## src/rtl/bus_dma_if.sv

```systemverilog
// rtl/bus_dma_if.sv - slave register window and master bus signals of bus_dma
// master: the view of bus_dma itself; slave: the surrounding chip (CPU side and bus responders).
interface bus_dma_if;
  logic        cs_;
  logic        as_;
  logic        rw;
  logic [1:0]  addr;
  logic [31:0] wr_data;
  logic [31:0] rd_data;
  logic        rdy_;
  logic        m_req_;
  logic        m_grnt_;
  logic [29:0] m_addr;
  logic        m_as_;
  logic        m_rw;
  logic [31:0] m_wr_data;
  logic [31:0] m_rd_data;
  logic        m_rdy_;
  logic        irq;

  modport master (
    input  cs_, as_, rw, addr, wr_data, m_grnt_, m_rd_data, m_rdy_,
    output rd_data, rdy_, m_req_, m_addr, m_as_, m_rw, m_wr_data, irq
  );

  modport slave (
    output cs_, as_, rw, addr, wr_data, m_grnt_, m_rd_data, m_rdy_,
    input  rd_data, rdy_, m_req_, m_addr, m_as_, m_rw, m_wr_data, irq
  );
endinterface

```

## src/rtl/bus_dma.sv

```systemverilog
// rtl/bus_dma.sv - word-copy DMA engine: bus master m2 plus 4-register control window s5
// BUS_DMA_BURST_EN defined: bus request held for the whole transfer; undefined: re-requested per word.
module bus_dma #(
  parameter int CNT_W = 16
) (
  input  logic      clk,
  input  logic      reset,
  bus_dma_if.master bus
);
  localparam logic DIR_RD = 1'b1;
  localparam logic DIR_WR = 1'b0;

  typedef enum logic [2:0] {
    S_IDLE, S_REQ, S_RD, S_RD_WAIT, S_WR, S_WR_WAIT, S_NEXT, S_DONE
  } state_t;

  state_t           state, state_nx;
  logic [29:0]      src, dst;
  logic [CNT_W-1:0] count, count_dec;
  logic [31:0]      buffer;
  logic             done, irq_en, abort_pend;
  logic [31:0]      rd_data_q, reg_mux;
  logic             rdy_q;
  logic             acc, wr_acc, ctrl_wr, busy, start_cmd;

  assign acc       = ~bus.cs_ & ~bus.as_;
  assign wr_acc    = acc & (bus.rw == DIR_WR);
  assign ctrl_wr   = wr_acc & (bus.addr == 2'd3);
  assign busy      = (state != S_IDLE);
  assign start_cmd = ctrl_wr & bus.wr_data[0] & ~busy;
  assign count_dec = count - CNT_W'(1);

  always_comb begin
    state_nx = state;
    case (state)
      S_IDLE:    if (start_cmd) state_nx = (count != '0) ? S_REQ : S_DONE;
      S_REQ:     if (!bus.m_grnt_) state_nx = S_RD;
      S_RD:      state_nx = S_RD_WAIT;
      S_RD_WAIT: if (!bus.m_rdy_) state_nx = S_WR;
      S_WR:      state_nx = S_WR_WAIT;
      S_WR_WAIT: if (!bus.m_rdy_) state_nx = S_NEXT;
      S_NEXT: begin
        if (count_dec == '0 || abort_pend) state_nx = S_DONE;
`ifdef BUS_DMA_BURST_EN
        else state_nx = S_RD;
`else
        else state_nx = S_REQ;
`endif
      end
      S_DONE:    state_nx = S_IDLE;
      default:   state_nx = S_IDLE;
    endcase
  end

  // Bus outputs are a pure decode of the state so reset releases them immediately.
  always_comb begin
    bus.m_req_     = 1'b1;
    bus.m_as_      = 1'b1;
    bus.m_rw       = DIR_RD;
    bus.m_addr     = '0;
    bus.m_wr_data  = '0;
    case (state)
      S_REQ: bus.m_req_ = 1'b0;
      S_RD: begin
        bus.m_req_  = 1'b0;
        bus.m_as_   = 1'b0;
        bus.m_addr  = src;
      end
      S_RD_WAIT: begin
        bus.m_req_  = 1'b0;
        bus.m_addr  = src;
      end
      S_WR: begin
        bus.m_req_     = 1'b0;
        bus.m_as_      = 1'b0;
        bus.m_rw       = DIR_WR;
        bus.m_addr     = dst;
        bus.m_wr_data  = buffer;
      end
      S_WR_WAIT: begin
        bus.m_req_     = 1'b0;
        bus.m_rw       = DIR_WR;
        bus.m_addr     = dst;
        bus.m_wr_data  = buffer;
      end
`ifdef BUS_DMA_BURST_EN
      S_NEXT: bus.m_req_ = 1'b0;
`endif
      default: ;
    endcase
  end

  always_comb begin
    reg_mux = '0;
    case (bus.addr)
      2'd0: reg_mux = {2'b00, src};
      2'd1: reg_mux = {2'b00, dst};
      2'd2: reg_mux = 32'(count);
      2'd3: reg_mux = {27'd0, 1'b0, irq_en, done, busy, 1'b0};
      default: reg_mux = '0;
    endcase
  end

  always_ff @(posedge clk or negedge reset) begin
    if (!reset) begin
      state      <= S_IDLE;
      src        <= '0;
      dst        <= '0;
      count      <= '0;
      buffer     <= '0;
      done       <= 1'b0;
      irq_en     <= 1'b0;
      abort_pend <= 1'b0;
      rd_data_q  <= '0;
      rdy_q      <= 1'b1;
    end else begin
      state     <= state_nx;
      rdy_q     <= ~acc;
      rd_data_q <= (acc && bus.rw == DIR_RD) ? reg_mux : '0;

      if (wr_acc && !busy) begin
        case (bus.addr)
          2'd0: src   <= bus.wr_data[29:0];
          2'd1: dst   <= bus.wr_data[29:0];
          2'd2: count <= bus.wr_data[CNT_W-1:0];
          default: ;
        endcase
      end
      if (ctrl_wr) irq_en <= bus.wr_data[3];
      if (ctrl_wr && busy && bus.wr_data[4]) abort_pend <= 1'b1;
      if (state == S_DONE) abort_pend <= 1'b0;

      // Entering DONE sets the flag and beats a same-cycle write-1-clear.
      if (state_nx == S_DONE && state != S_DONE) done <= 1'b1;
      else if (ctrl_wr && bus.wr_data[2])        done <= 1'b0;

      if (state == S_RD_WAIT && !bus.m_rdy_) buffer <= bus.m_rd_data;
      if (state == S_NEXT) begin
        src   <= src + 30'd1;
        dst   <= dst + 30'd1;
        count <= count_dec;
      end
    end
  end

  assign bus.rd_data = rd_data_q;
  assign bus.rdy_    = rdy_q;
  assign bus.irq     = done & irq_en;
endmodule

```

## src/flat_wrapper.sv

```systemverilog
// flat-port wrapper written by rule: the top's interface ports become plain ports
module bus_dma_flat 
#(
  parameter int CNT_W = 16
)
  (clk, reset, bus_cs_, bus_as_, bus_rw, bus_addr, bus_wr_data, bus_m_grnt_, bus_m_rd_data, bus_m_rdy_, bus_rd_data, bus_rdy_, bus_m_req_, bus_m_addr, bus_m_as_, bus_m_rw, bus_m_wr_data, bus_irq);
  bus_dma_if bus_i ();
  input  logic clk;
  input  logic reset;
  input wire logic [$bits(bus_i.cs_)-1:0] bus_cs_;
  input wire logic [$bits(bus_i.as_)-1:0] bus_as_;
  input wire logic [$bits(bus_i.rw)-1:0] bus_rw;
  input wire logic [$bits(bus_i.addr)-1:0] bus_addr;
  input wire logic [$bits(bus_i.wr_data)-1:0] bus_wr_data;
  input wire logic [$bits(bus_i.m_grnt_)-1:0] bus_m_grnt_;
  input wire logic [$bits(bus_i.m_rd_data)-1:0] bus_m_rd_data;
  input wire logic [$bits(bus_i.m_rdy_)-1:0] bus_m_rdy_;
  output wire logic [$bits(bus_i.rd_data)-1:0] bus_rd_data;
  output wire logic [$bits(bus_i.rdy_)-1:0] bus_rdy_;
  output wire logic [$bits(bus_i.m_req_)-1:0] bus_m_req_;
  output wire logic [$bits(bus_i.m_addr)-1:0] bus_m_addr;
  output wire logic [$bits(bus_i.m_as_)-1:0] bus_m_as_;
  output wire logic [$bits(bus_i.m_rw)-1:0] bus_m_rw;
  output wire logic [$bits(bus_i.m_wr_data)-1:0] bus_m_wr_data;
  output wire logic [$bits(bus_i.irq)-1:0] bus_irq;
  assign bus_i.cs_ = bus_cs_;
  assign bus_i.as_ = bus_as_;
  assign bus_i.rw = bus_rw;
  assign bus_i.addr = bus_addr;
  assign bus_i.wr_data = bus_wr_data;
  assign bus_i.m_grnt_ = bus_m_grnt_;
  assign bus_i.m_rd_data = bus_m_rd_data;
  assign bus_i.m_rdy_ = bus_m_rdy_;
  assign bus_rd_data = bus_i.rd_data;
  assign bus_rdy_ = bus_i.rdy_;
  assign bus_m_req_ = bus_i.m_req_;
  assign bus_m_addr = bus_i.m_addr;
  assign bus_m_as_ = bus_i.m_as_;
  assign bus_m_rw = bus_i.m_rw;
  assign bus_m_wr_data = bus_i.m_wr_data;
  assign bus_irq = bus_i.irq;
  bus_dma #(.CNT_W(CNT_W)) u_core (.clk(clk), .reset(reset), .bus(bus_i));
endmodule
```

## config.mk

```make
export PLATFORM = sky130hd
export DESIGN_NAME = bus_dma_flat
export DESIGN_NICKNAME = d
export VERILOG_FILES = /design/src/rtl/bus_dma_if.sv /design/src/rtl/bus_dma.sv /design/src/flat_wrapper.sv
export SDC_FILE = /design/constraint.sdc
export NUM_CORES = 1
export LEC_CHECK = 0
export ABC_AREA = 1
export BUFFER_PORTS_ARGS = -buffer_cell sky130_fd_sc_hd__buf_4
export CAP_MARGIN = 20
export CORE_AREA = 2 2 167 169
export DETAILED_ROUTE_END_ITERATION = 6
export DIE_AREA = 0 0 169 171
export GPL_TIMING_DRIVEN = 0
export SYNTH_ARGS = -nofsm -noshare
export SYNTH_HDL_FRONTEND = slang
export SYNTH_SLANG_ARGS = --single-unit
```

## constraint.sdc

```tcl
create_clock -name clk -period 2.8 [get_ports clk]
set_input_delay 0.28 -clock clk [delete_from_list [all_inputs] [get_ports clk]]
set_output_delay 0.28 -clock clk [all_outputs]
set_load 0.01 [all_outputs]
```

=== Yosys cells after proc, flatten, opt, wreduce, memory -nomap -nowiden ===
Index checks and enable logic that the tools add are counted.
W data, S select, Z words.

* Bits in registers: 147
* Latch bits: 0
* RAM bits: 0
* ROM bits: 0
* Input bits: 73
* Logic and storage cells: 91
* Memories: 0

* Add/sub/neg operators: 3
* Multipliers: 0
* Div/mod/pow operators: 0
* Magnitude comparators: 0
* Equality and inequality tests: 12
* Shifts and indexed selects: 0
* Multiplexer cells: 27
* Bitwise logic cells: 11
* Reduce and logical (&&, ||, !) cells: 28

{| class="wikitable"
|+ Operator list
! operator !! number
|-
| $mux W30 || 6
|-
| $pmux W32 S4 || 1
|-
| $mux W32 || 2
|-
| $add A30 B1 Y30 const B || 2
|-
| $pmux W30 S2 || 1
|-
| $mux W16 || 3
|-
| $pmux W3 S8 || 1
|-
| $mux W3 || 6
|-
| $logic_not A16 Y1 || 1
|-
| $reduce_bool A16 Y1 || 1
|-
| $sub A16 B1 Y16 const B || 1
|-
| $eq A3 B3 Y1 const B || 5
|-
| $reduce_bool A2 Y1 || 6
|-
| $logic_and A1 B1 Y1 || 7
|-
| $mux W1 || 7
|-
| $and A1 B1 Y1 || 6
|-
| $eq A3 B2 Y1 const B || 2
|-
| $reduce_and A2 Y1 || 3
|-
| $reduce_or A2 Y1 || 3
|-
| $not A1 Y1 || 5
|-
| $reduce_or A5 Y1 || 1
|-
| $eq A2 B2 Y1 const B || 2
|-
| $eq A3 B1 Y1 const B || 1
|-
| $logic_not A3 Y1 || 1
|-
| other kinds (6) || 7
|}

=== Logic depth before layout (Yosys ltp) ===
Gate-level depths: netlist of the first run.

* Word-level depth: 11
* Gate-level depth with buffers: 17
* Gate-level depth less buffers: 17

=== Worst setup path before layout of the first run ===
Ideal clock, no wire load.

* Kind: reg2reg
* Start: reg u_core.dst[1]
* End: reg u_core.dst[26]
* Setup time: 87 ps
* Arrival: 1645 ps
* Slack: 1068 ps
* Stages on the path, launching flop included: 15
* Buffers on the path: 0
* Clock period less this slack: 1732 ps
* Cell sequence: dfrtp_1 ha_1 nand2_1 inv_2 nand3_1 nor2_1 nand2_1 inv_2 nand2_2 nor2_2 nand3_2 nor2_2 xor2_1 nand2_1 o211ai_1

* Word-level cells in the longest chain between the ends: 2

{| class="wikitable"
|+ RTL lines
! element !! RTL line !! source
|-
| start, declared || bus_dma.sv:18 || <nowiki>logic [29:0] src, dst;</nowiki>
|-
| start signal, assigned || bus_dma.sv:124 || <nowiki>2'd1: dst <= bus.wr_data[29:0];</nowiki>
|-
| start signal, assigned || bus_dma.sv:140 || <nowiki>dst <= dst + 30'd1;</nowiki>
|-
| $add A30 B1 Y30 || bus_dma.sv:140 ||
|-
| $mux W30 || bus_dma.sv:138 || <nowiki>if (state == S_NEXT) begin</nowiki>
|}

Every way passes these cells.
A chain may end at the register's enable or synchronous reset.

=== Worst setup path in the final report of the first run ===
* Start: reg u_core.state[2]
* End: out bus_m_addr[4]

* Word-level cells in the longest chain between the ends: 3
* Elaborated cells on any way between the ends: 7

{| class="wikitable"
|+ RTL lines
! element !! RTL line !! source
|-
| start, declared || bus_dma.sv:17 || <nowiki>state_t state, state_nx;</nowiki>
|-
| start signal, assigned || bus_dma.sv:117 || <nowiki>state <= state_nx;</nowiki>
|-
| $eq A3 B3 Y1 or $eq A3 B2 Y1 (tied branches) || bus_dma.sv:62 || <nowiki>case (state)</nowiki>
|-
| $reduce_or A2 Y1 (no source line) || - ||
|-
| $pmux W30 S2 (*) || bus_dma.sv:62 ||
|-
| end, declared || flat_wrapper.sv:21 || <nowiki>output wire logic [$bits(bus_i.m_addr)-1:0] bus_m_addr;</nowiki>
|}

Every way passes the cells marked *; elsewhere a longest branch is shown, timed or not.

==> qor.yml, run 1 <==
final_util: 0.400
pin_count: 172
die_h_um: 171
cts_root_buf: "clkbuf_16"
cts_setup_buffers: 0
layout-drive-gt1-share: 0.197
grt_usage: 0.228
initial_utilization: 0.314
worst_pin_slew_ns: 0.862
routed_wl_um: 33100
drt_first_pass_iters: 5
nFillCells: 2859
grt-ovfl-total: 0
wl_per_cell_um: 19.2
async_reset_ff_frac: 1.00
ys_ff_latch: 145
drv_slew: 0
critPathLaunchType: "register"
syn_area_per_cell_um2: 7.30
path_class: "register to primary output"
critPathArrivalTime_ns: 2.44
hold_depth: 3
cts_num_sinks: 145
hold_viol: 0
clockBufferDepth: 2
synth_area_mm2: 0.00859
hold_class: "input port to register"
grt_pass1_wl_um: 49800
io_buffers: 167
htree_levels: 4
row_count: 61
dieArea_mm2: 0.0289
nets: 1442
vias_per_cell: 5.20
rsz0062_at_grt: "no"
cp.required_ns: 2.52
p_per_area_mw_per_mm2: 1010
fin_skew_ns: 0.00977
dp_hpwl_um: 24800
fp.dieW_um: 169
status: "finished clean"
relSlewSlack: 0.425
final.period_utilization: 0.973
dominantRegCellSynth: "dfrtp_1"
synth_largest_area_cell: "dfrtp_1"
netlist_top_cells_area: "dfrtp_1 (42%), nand2_1 (12%), inv_1 (6.9%)"
yosysSeqAreaShare: 0.423
synth_cell_types: 42
synth_warnings: 0
drt_iter0_markers: 934
antenna_found_initial: 0
r2r_cells: 8
setup_violations: 0
gp_congestion: 0.994
first_global_vias: 8422
drc: 0
num_vias: 8957
cts_buffers: 17
cts.clk_slew.worst_paths_ns: 0.06
syn_to_final_growth_pct: 27.2
synth_enable_flop_cells: 0
yosysTopAreaCellShare: 0.420
fmax_mhz: 367
insertion_delay_ns: 0.43
finalSetupTns_ns: 0
synth_cells: 1176
antenna_cells: 0
core_mm2: 0.0273
grt_max_degree: 77
holdWs_ns: 0.0576
cp-end-kind: "primary output"
crit_fanout: 10
vdd_drop_max_mv: 0.544
ant_nets: 0
cts_tree: "built"
finalCriticalPeriod_ns: 2.72
power_leakage_uw: 0.00535
max_cap_viol_count: 0
[per-layer routing]
metal  wire length [um]  vias to the layer above  global-route usage
met4               1020                        0              0.0929
met5                  0                        -                   0
li1                   -                     4273                   -
met2              14600                      465               0.360
met3               3130                       59              0.0435
met1              14300                     4160               0.309
[power breakdown]
group          switching, uW  internal (uW)  leakage, uW
combinational           3220           1760      0.00329
sequential               827           2920      0.00178
clock                    982           1350     0.000287
total                   5030           6030      0.00535
[final cells by class]
type	count	area [um^2]	share of cell area
Clock buffer	18	439	0.0402
Tap cell	346	433	0.0397
Inverter	170	638	0.0584
Sequential cell	145	3630	0.332
Multi-Input combinational cell	810	4070	0.373
Buffer	52	258	0.0236
Clock inverter	14	155	0.0142
Timing Repair Buffer	169	1290	0.119
[stage by stage]
stage / instance area [um^2] / power [uW] / setup WS, ns / std cells
floorplan: 8590 / 6590 / 1.07 / 1177
global placement: 10300 / 8580 / 0.341 / 1690
detailed placement: 10300 / 8650 / 0.360 / 1691
CTS: 10900 / 11000 / 0.0578 / 1724
global route: 10900 / 11800 / 0.0178 / 1724
finish: 10900 / 11100 / 0.0753 / 1724
[critical path, cell delays in order, from the launching register on]
cell and delay [ns]:
dfrtp_1 0.35, buf_2 0.17, inv_2 0.18, nand2_1 0.40, clkbuf_2 0.41, o22ai_1 0.31, buf_4 0.18
[flip-flops by register name, indices dropped and copies added, names as in the netlist, 3 cells and up]
signal              count
u_core.bus.rd_data     30
u_core.buffer          32
u_core.count           16
u_core.src             30
u_core.dst             30
u_core.state            3
[path summary, 6_finish.rpt]
| kind | from | endpoint | slack (ns) |
|---|---|---|---|
| min reg2reg | u_core.count[15] | u_core.count[15] | 0.54 |
| max | u_core.state[2] | bus_m_addr[4] | 0.08 |
| min | bus_m_rd_data[24] | u_core.buffer[24] | 0.06 |
| max in group asynchronous | reset | u_core.src[21] | 1.53 |
| min in group asynchronous | reset | u_core.count[10] | 0.44 |
| max reg2reg | u_core.state[2] | u_core.dst[19] | 0.52 |
[cell usage after synthesis, types with 14 or more instances]
master	instances
a31oi_1	21
nor3_1	23
a21oi_1	49
dfrtp_1	144
nand4_1	18
nor2_1	117
nand2_1	270
xor2_1	14
o22ai_1	43
o21ai_0	96
nand3_1	49
o211ai_1	20
inv_1	157
clkbuf_1	31
[placed cells by master (no fill, tap or decap), drive strengths merged]
cell and instances:
a31oi 21, nand2 277, o31ai 3, mux2 1, nand4 19, nand3b 1
nor4 9, bufinv 2, clkinvlp 2, conb 2, dfrtp 144, o221ai 11
clkbuf 49, ha 4, o311ai 1, xor2 14, o211ai 20, nor2 135
or3 1, o21ai 107, a221oi 2, o22ai 43, a21oi 49, dfstp 1
buf 189, inv 173, clkinv 7, nand3 54, dlygate4sd3 1, xnor2 2
nor3 25, a22oi 8, o32ai 1
[repair_timing]
action	CTS	global route
pin swaps	0	0
setup endpoints to repair	19	8
hold buffers	1	0
endpoints found under the hold margin	68	0
resized for setup	2	7
[cell families (layout without fill, tap and decap cells)]
kind of cell	count (synthesis)	in the layout	synth area share
buffers and inverters	222	423	0.104
other	1	2	0.000437
adders and majority gates	4	4	0.00583
AOI/OAI and AO/OA	266	266	0.180
muxes	1	1	0.00131
and+or+nand+nor	521	521	0.270
DFF	145	145	0.423
xor gates and xnor gates	16	16	0.0163
Power figures use the tool's default switching activity.
==> inputs of run 2 (changes only) <==
Settings changed: CTS_BUF_LIST set to sky130_fd_sc_hd__clkbuf_4 sky130_fd_sc_hd__clkbuf_8 sky130_fd_sc_hd__clkbuf_16, SETUP_SLACK_MARGIN set to 0.4.
==> run 2 against run 1 <==
Against the previous run: count of clock-buffer cells in the layout unchanged; final area rose by 0.54%; clock power about the same; die area unchanged; first-iteration DRC count is 0.21% higher; highest routed layer unchanged.
==> qor.yml, run 2 (synthesis gave the netlist of run 1 again) <==
status: "finished clean"
drt_first_pass_iters: 5  # unchanged
fp.dieW_um: 169  # unchanged
p_per_area_mw_per_mm2: 1010  # about the same
grt_max_degree: 77  # unchanged
r2r_cells: 9  # +1
top_register: "u_core.buffer"
cts_root_buf: "clkbuf_16"
syn_to_final_growth_pct: 27.8
multi_input_area_mm2: 0.00411  # +1.1%
critPathLaunchType: "register"
drt_iter0_markers: 936  # +0.21%
min_from: "bus_m_rd_data[24]"
die_h_um: 171  # unchanged
mostFrequentLayoutCells: "nand2_1 (268), buf_4 (173), inv_1 (157)"
insertion_delay_ns: 0.43  # about the same
clockBufferDepth: 2  # unchanged
row_count: 61  # unchanged
dp_slack_ns: 0.360  # unchanged
layout_commonest_cell: "nand2_1"
cp-end-kind: "primary output"
largest_register_ffs: 32  # unchanged
worstHoldEndpoint: "u_core.buffer[24]"
combPwrFrac: 0.454  # +0.003
drc: 0  # unchanged
grtUsageMet2: 0.357  # -0.00232
cp.required_ns: 2.52  # about the same
htree_levels: 4  # unchanged
power_uw: 11100  # +0.51%
path_class: "register to primary output"
io_buffers: 167  # unchanged
top_usage_layer: "met2"
p_sw_frac: 0.454  # -0.000640
p_int_uw: 6070  # +0.63%
ant_nets: 0  # unchanged
met1_usage: 0.308  # -0.000436
pin_count: 172  # unchanged
dp_hpwl_um: 24800  # unchanged
nFillCells: 2856  # -0.10%
power.share.clock: 0.209  # -0.002
antenna_found_initial: 0  # unchanged
cts_num_sinks: 145  # unchanged
timing.rr.start: "u_core.state[2]"
vias_per_cell: 5.22  # +0.51%
cts_buffers: 17  # unchanged
hold_viol: 0  # unchanged
first_global_vias: 8429  # +0.083%
holdWs_ns: 0.0586  # +0.00101 ns
antenna_cells: 0  # unchanged
routed_wl_um: 33100  # about the same
relSlewSlack: 0.427  # +0.00202
cts_tree: "built"
wl_per_cell_um: 19.2  # about the same
fmax_mhz: 420  # +15%
crit_fanout: 10  # unchanged
nets: 1442  # unchanged
slowest_stage: "dfrtp_1"
fin_skew_ns: 0.00872  # -0.00105 ns
dieArea_mm2: 0.0289  # unchanged
power_leakage_uw: 0.00537  # +0.28%
final.period_utilization: 0.849  # -0.124
hold_depth: 3  # unchanged
layout-drive-gt1-share: 0.204  # +0.00653
gp_congestion: 0.994  # unchanged
grt_use_met3: 0.0465  # +0.00301
timing.reg2reg.setup_slack_ns: 0.51  # about the same
crit_top_cell: "buf_4"
seqPwrFrac: 0.337  # -0.002
vdd_drop_max_mv: 0.541  # -0.48%
num_vias: 9003  # +0.51%
setup_slack_ns: 0.421  # +0.346 ns
drv_slew: 0  # unchanged
final-seq-area_mm2: 0.00363  # unchanged
worst_pin_slew_ns: 0.859  # -0.00303 ns
critPathArrivalTime_ns: 2.10  # -0.34 ns
finalCriticalPeriod_ns: 2.38  # -0.346 ns
hold_class: "input port to register"
finalSetupTns_ns: 0  # unchanged
initial_utilization: 0.314  # unchanged
grt-ovfl-total: 0  # unchanged
grt_pass1_wl_um: 49800  # unchanged
core_mm2: 0.0273  # unchanged
cts.clk_slew.worst_paths_ns: 0.06  # about the same
slowest_delay_ns: 0.39  # -0.02 ns
max_cap_viol_count: 0  # unchanged
cp_cell_sequence: "buf_4 -> inv_1 -> nand2_2 -> clkbuf_4 -> o22ai_1 -> buf_4"
power.switching_uw: 5050  # +0.37%
r2r_end: "u_core.src[3]"
setup_violations: 0  # unchanged
rsz0062_at_grt: "yes"
grt_usage: 0.228  # +0.000349
run 2: area by class of cell:
cell class / count / area share
Tap cell: 346 / 0.0394
Timing Repair Buffer: 169 / 0.118
Buffer: 52 / 0.0248
Clock inverter: 14 / 0.0141
Clock buffer: 18 / 0.0400
Sequential cell: 145 / 0.331
Multi-Input combinational cell: 810 / 0.375
Inverter: 170 / 0.0581
run 2: how the worst max path moves through the flow:
stage / from / endpoint / depth (start not counted)
finish: u_core.state[1] / bus_m_addr[15] / 6
global route: u_core.state[1] / bus_m_addr[15] / 6
CTS: u_core.state[1] / bus_m_addr[9] / 6
detailed placement: u_core.state[2] / bus_m_addr[8] / 6
global placement: u_core.state[2] / bus_m_addr[8] / 6
floorplan: u_core.dst[1] / u_core.dst[26] / 14
run 2: power groups by stage:
stage          logic, uW  clock network, uW  registers (uW)
4_1_cts             4970               2360            3700
6_report            5040               2330            3740
3_5_place_dp        4910                  0            3730
5_1_grt             5570               2430            3840
2_1_floorplan       3080                  0            3510
3_3_place_gp        4860                  0            3720
run 2: per-layer routing:
layer  routed length, um  share of wire  vias up
li1                    -              -     4272
met5                   0              0        -
met2               14500           0.44      469
met4                1120          0.034        0
met3                3020          0.091       63
met1               14400           0.44     4199
run 2: per-stage QoR:
step	cells	utilization	area, um^2
6_report	1724	0.402	11000
5_1_grt	1724	0.402	11000
4_1_cts	1724	0.400	10900
3_5_place_dp	1691	0.377	10300
3_3_place_gp	1690	0.376	10300
2_1_floorplan	1177	-	8590
run 2: worst max-delay path: cells and delay by family, from the launching register on:
family	cells	cell delay (ns)
buffers and inverters	4	0.79
DFF	1	0.39
and+or+nand+nor	1	0.17
AOI/OAI and AO/OA	1	0.32
run 2: timing repair:
action,CTS,global route
resized for setup,13,11
buffers inserted,0,0
hold buffers,1,0
hold endpoints to repair,68,0
setup endpoints to repair,32,32
==> inputs of run 3 (changes only) <==
Clock period 2.8 ns to 2.04 ns, I/O delays scaled along.
==> run 3 against run 2 <==
Against the previous run: the run now ends with hold timing, setup timing left; clock skew increased by 0.0043 ns; via count grew 18%; critical path depth grew 8; global-route usage increased by 3.8 points; sequential power increased by 47%.
==> qor.yml, run 3 (synthesis gave the netlist of run 1 again) <==
syn_to_final_growth_pct: 79.3
cts_tree: "built"
power.share.clock: 0.157  # -0.052
wl_per_cell_um: 22.0  # +14%
htree_levels: 4  # unchanged
gp_congestion: 0.958  # -3.6%
top_register: "u_core.buffer"
slowest_delay_ns: 0.43  # +0.04 ns
hold_depth: 3  # unchanged
grt_pass1_wl_um: 58000  # +17%
drc: 0  # unchanged
drt_first_pass_iters: 6  # +1
slowest_stage: "dfrtp_1"
drv_slew: 0  # unchanged
hold_class: "input port to register"
holdWs_ns: -0.00572  # -0.0643 ns
initial_utilization: 0.314  # unchanged
pin_count: 172  # unchanged
crit_fanout: 5  # -5
setup_slack_ns: -0.0675  # -0.489 ns
antenna_cells: 0  # unchanged
power_leakage_uw: 0.00701  # +31%
nFillCells: 2231  # -22%
p_sw_frac: 0.455  # +0.000809
setup_violations: 3  # +3
drt_iter0_markers: 1184  # +26%
seqPwrFrac: 0.252  # -0.085
final.period_utilization: 1.03
fin_skew_ns: 0.0130  # +0.00432 ns
min_from: "bus_m_rd_data[18]"
final_util: 0.563  # +0.162
core_mm2: 0.0273  # unchanged
row_count: 61  # unchanged
path_class: "register to register"
routed_wl_um: 41700  # +26%
num_vias: 10605  # +18%
cts_buffers: 17  # unchanged
ant_nets: 0  # unchanged
violations: "hold timing, setup timing"
first_global_vias: 10041  # +19%
cts.clk_slew.worst_paths_ns: 0.07  # about the same
critPathArrivalTime_ns: 2.47  # +0.37 ns
cp-end-kind: "register"
relSlewSlack: 0.488  # +0.0607
clockBufferDepth: 2  # unchanged
dp.cells: 1691  # unchanged
vdd_drop_max_mv: 0.855  # +58%
dp_slack_ns: -0.335  # -0.695 ns
p_per_area_mw_per_mm2: 1410  # +40%
combPwrFrac: 0.591  # +0.137
vias_per_cell: 5.59  # +7.1%
fin_cells: 1897  # +10%
hold_viol: 2  # +2
finalSetupTns_ns: -0.101  # -0.101 ns
grt_usage: 0.266  # +0.0380
worstHoldEndpoint: "u_core.buffer[18]"
timing.reg2reg.setup_slack_ns: -0.07  # -0.58 ns
r2r_cells: 14  # +5
max_cap_viol_count: 0  # unchanged
power.switching_uw: 9910  # +96%
mostFrequentLayoutCells: "nand2_1 (221), buf_4 (172), inv_1 (148)"
io_buffers: 167  # unchanged
finalCriticalPeriod_ns: 2.11
layout_commonest_cell: "nand2_1"
p_int_uw: 11900  # +96%
dp_hpwl_um: 25000  # +0.92%
die_h_um: 171  # unchanged
worst_pin_slew_ns: 0.768  # -0.0911 ns
insertion_delay_ns: 0.45  # +0.02 ns
dieArea_mm2: 0.0289  # unchanged
critPathLaunchType: "register"
layout-drive-gt1-share: 0.441  # +0.237
fp.dieW_um: 169  # unchanged
cp.required_ns: 2.41  # -0.11 ns
cp_cell_sequence: "ha_2 -> nand2_2 -> inv_2 -> nand3_4 -> nor2_4 -> nand2_2 -> inv_2 -> nand2_4 -> nor2_4 -> nand3_4 -> nor2_2 -> xor2_1 -> nand2_1 -> o211ai_1"
grt_max_degree: 77  # unchanged
r2r_end: "u_core.dst[26]"
nets: 1615  # +12%
antenna_found_initial: 0  # unchanged
rsz0062_at_grt: "yes"
largest_register_ffs: 32  # unchanged
power_uw: 21800  # +96%
status: "finished with violations"
cts_root_buf: "clkbuf_16"
fmax_mhz: 475
grt-ovfl-total: 0  # unchanged
cts_num_sinks: 145  # unchanged
timing.rr.start: "u_core.dst[1]"
run 3: changes by cell type in the layout (fill, tap and decap cells not counted), moves of 19 or more:
cell	before	now
o22ai_4	0	28
dlygate4sd3_1	1	29
nor2_4	6	60
nand2_2	8	37
nand2_1	268	221
nor2_1	117	57
buf_12	0	22
o21ai_0	96	60
buf_6	4	108
clkbuf_1	24	5
o22ai_1	40	13
run 3: final cells by class:
cell class                      count  area (um^2)  share of cell area
Multi-Input combinational cell    811         5810               0.377
Sequential cell                   145         3640               0.237
Timing Repair Buffer              341         3590               0.233
Inverter                          170          686              0.0445
Buffer                             52          616              0.0400
Clock buffer                       19          447              0.0290
Tap cell                          346          433              0.0281
Clock inverter                     13          174              0.0113
run 3: per-stage QoR:
step,cell area (um^2),hold WS (ns)
after floorplan,8620,-0.0916
after global placement,10300,0.412
after detailed placement,10300,0.287
after CTS,13900,0.000902
after global routing,15400,0.00965
final,15400,-0.00572
run 3: what timing repair did:
action,CTS,global route
resized for setup,404,259
hold buffers,29,0
pin swaps,35,67
setup endpoints to repair,173,174
endpoints found under the hold margin,97,0
gates cloned,21,1
buffers inserted,77,46
run 3: worst max-delay path: cells and delay by family (launching register included):
family                     cells  cell delay [ns]
adders and majority gates      1             0.23
DFF                            1             0.43
AOI/OAI and AO/OA              1             0.09
xor gates and xnor gates       1             0.14
buffers and inverters          2             0.19
and+or+nand+nor                9             0.95
run 3: layer usage:
| metal | track usage | up-vias | routed length, um |
|---|---|---|---|
| li1 | - | 4631 | - |
| met1 | 0.339 | 5040 | 15900 |
| met2 | 0.421 | 747 | 19200 |
| met3 | 0.0625 | 185 | 4010 |
| met4 | 0.141 | 2 | 2530 |
| met5 | 0 | - | 5 |
run 3: power groups by stage:
stage / Clock, uW / Sequential (uW) / Combinational [uW]
floorplan: 0 / 4820 / 4260
global placement: 0 / 5120 / 6710
detailed placement: 0 / 5140 / 6790
CTS: 3410 / 5190 / 10700
global route: 3550 / 5580 / 13600
finish: 3420 / 5480 / 12900
run 3: worst max path at each step:
stage	start	end	slack, ns	cells past startpoint
final	u_core.dst[1]	u_core.dst[26]	-0.07	14
after global routing	u_core.dst[1]	u_core.dst[26]	-0.20	14
after CTS	u_core.src[15]	u_core.src[24]	0.07	7
after detailed placement	u_core.state[2]	bus_m_addr[5]	-0.33	6
after global placement	u_core.state[2]	bus_m_addr[9]	-0.33	6
after floorplan	u_core.dst[1]	u_core.dst[26]	0.35	14
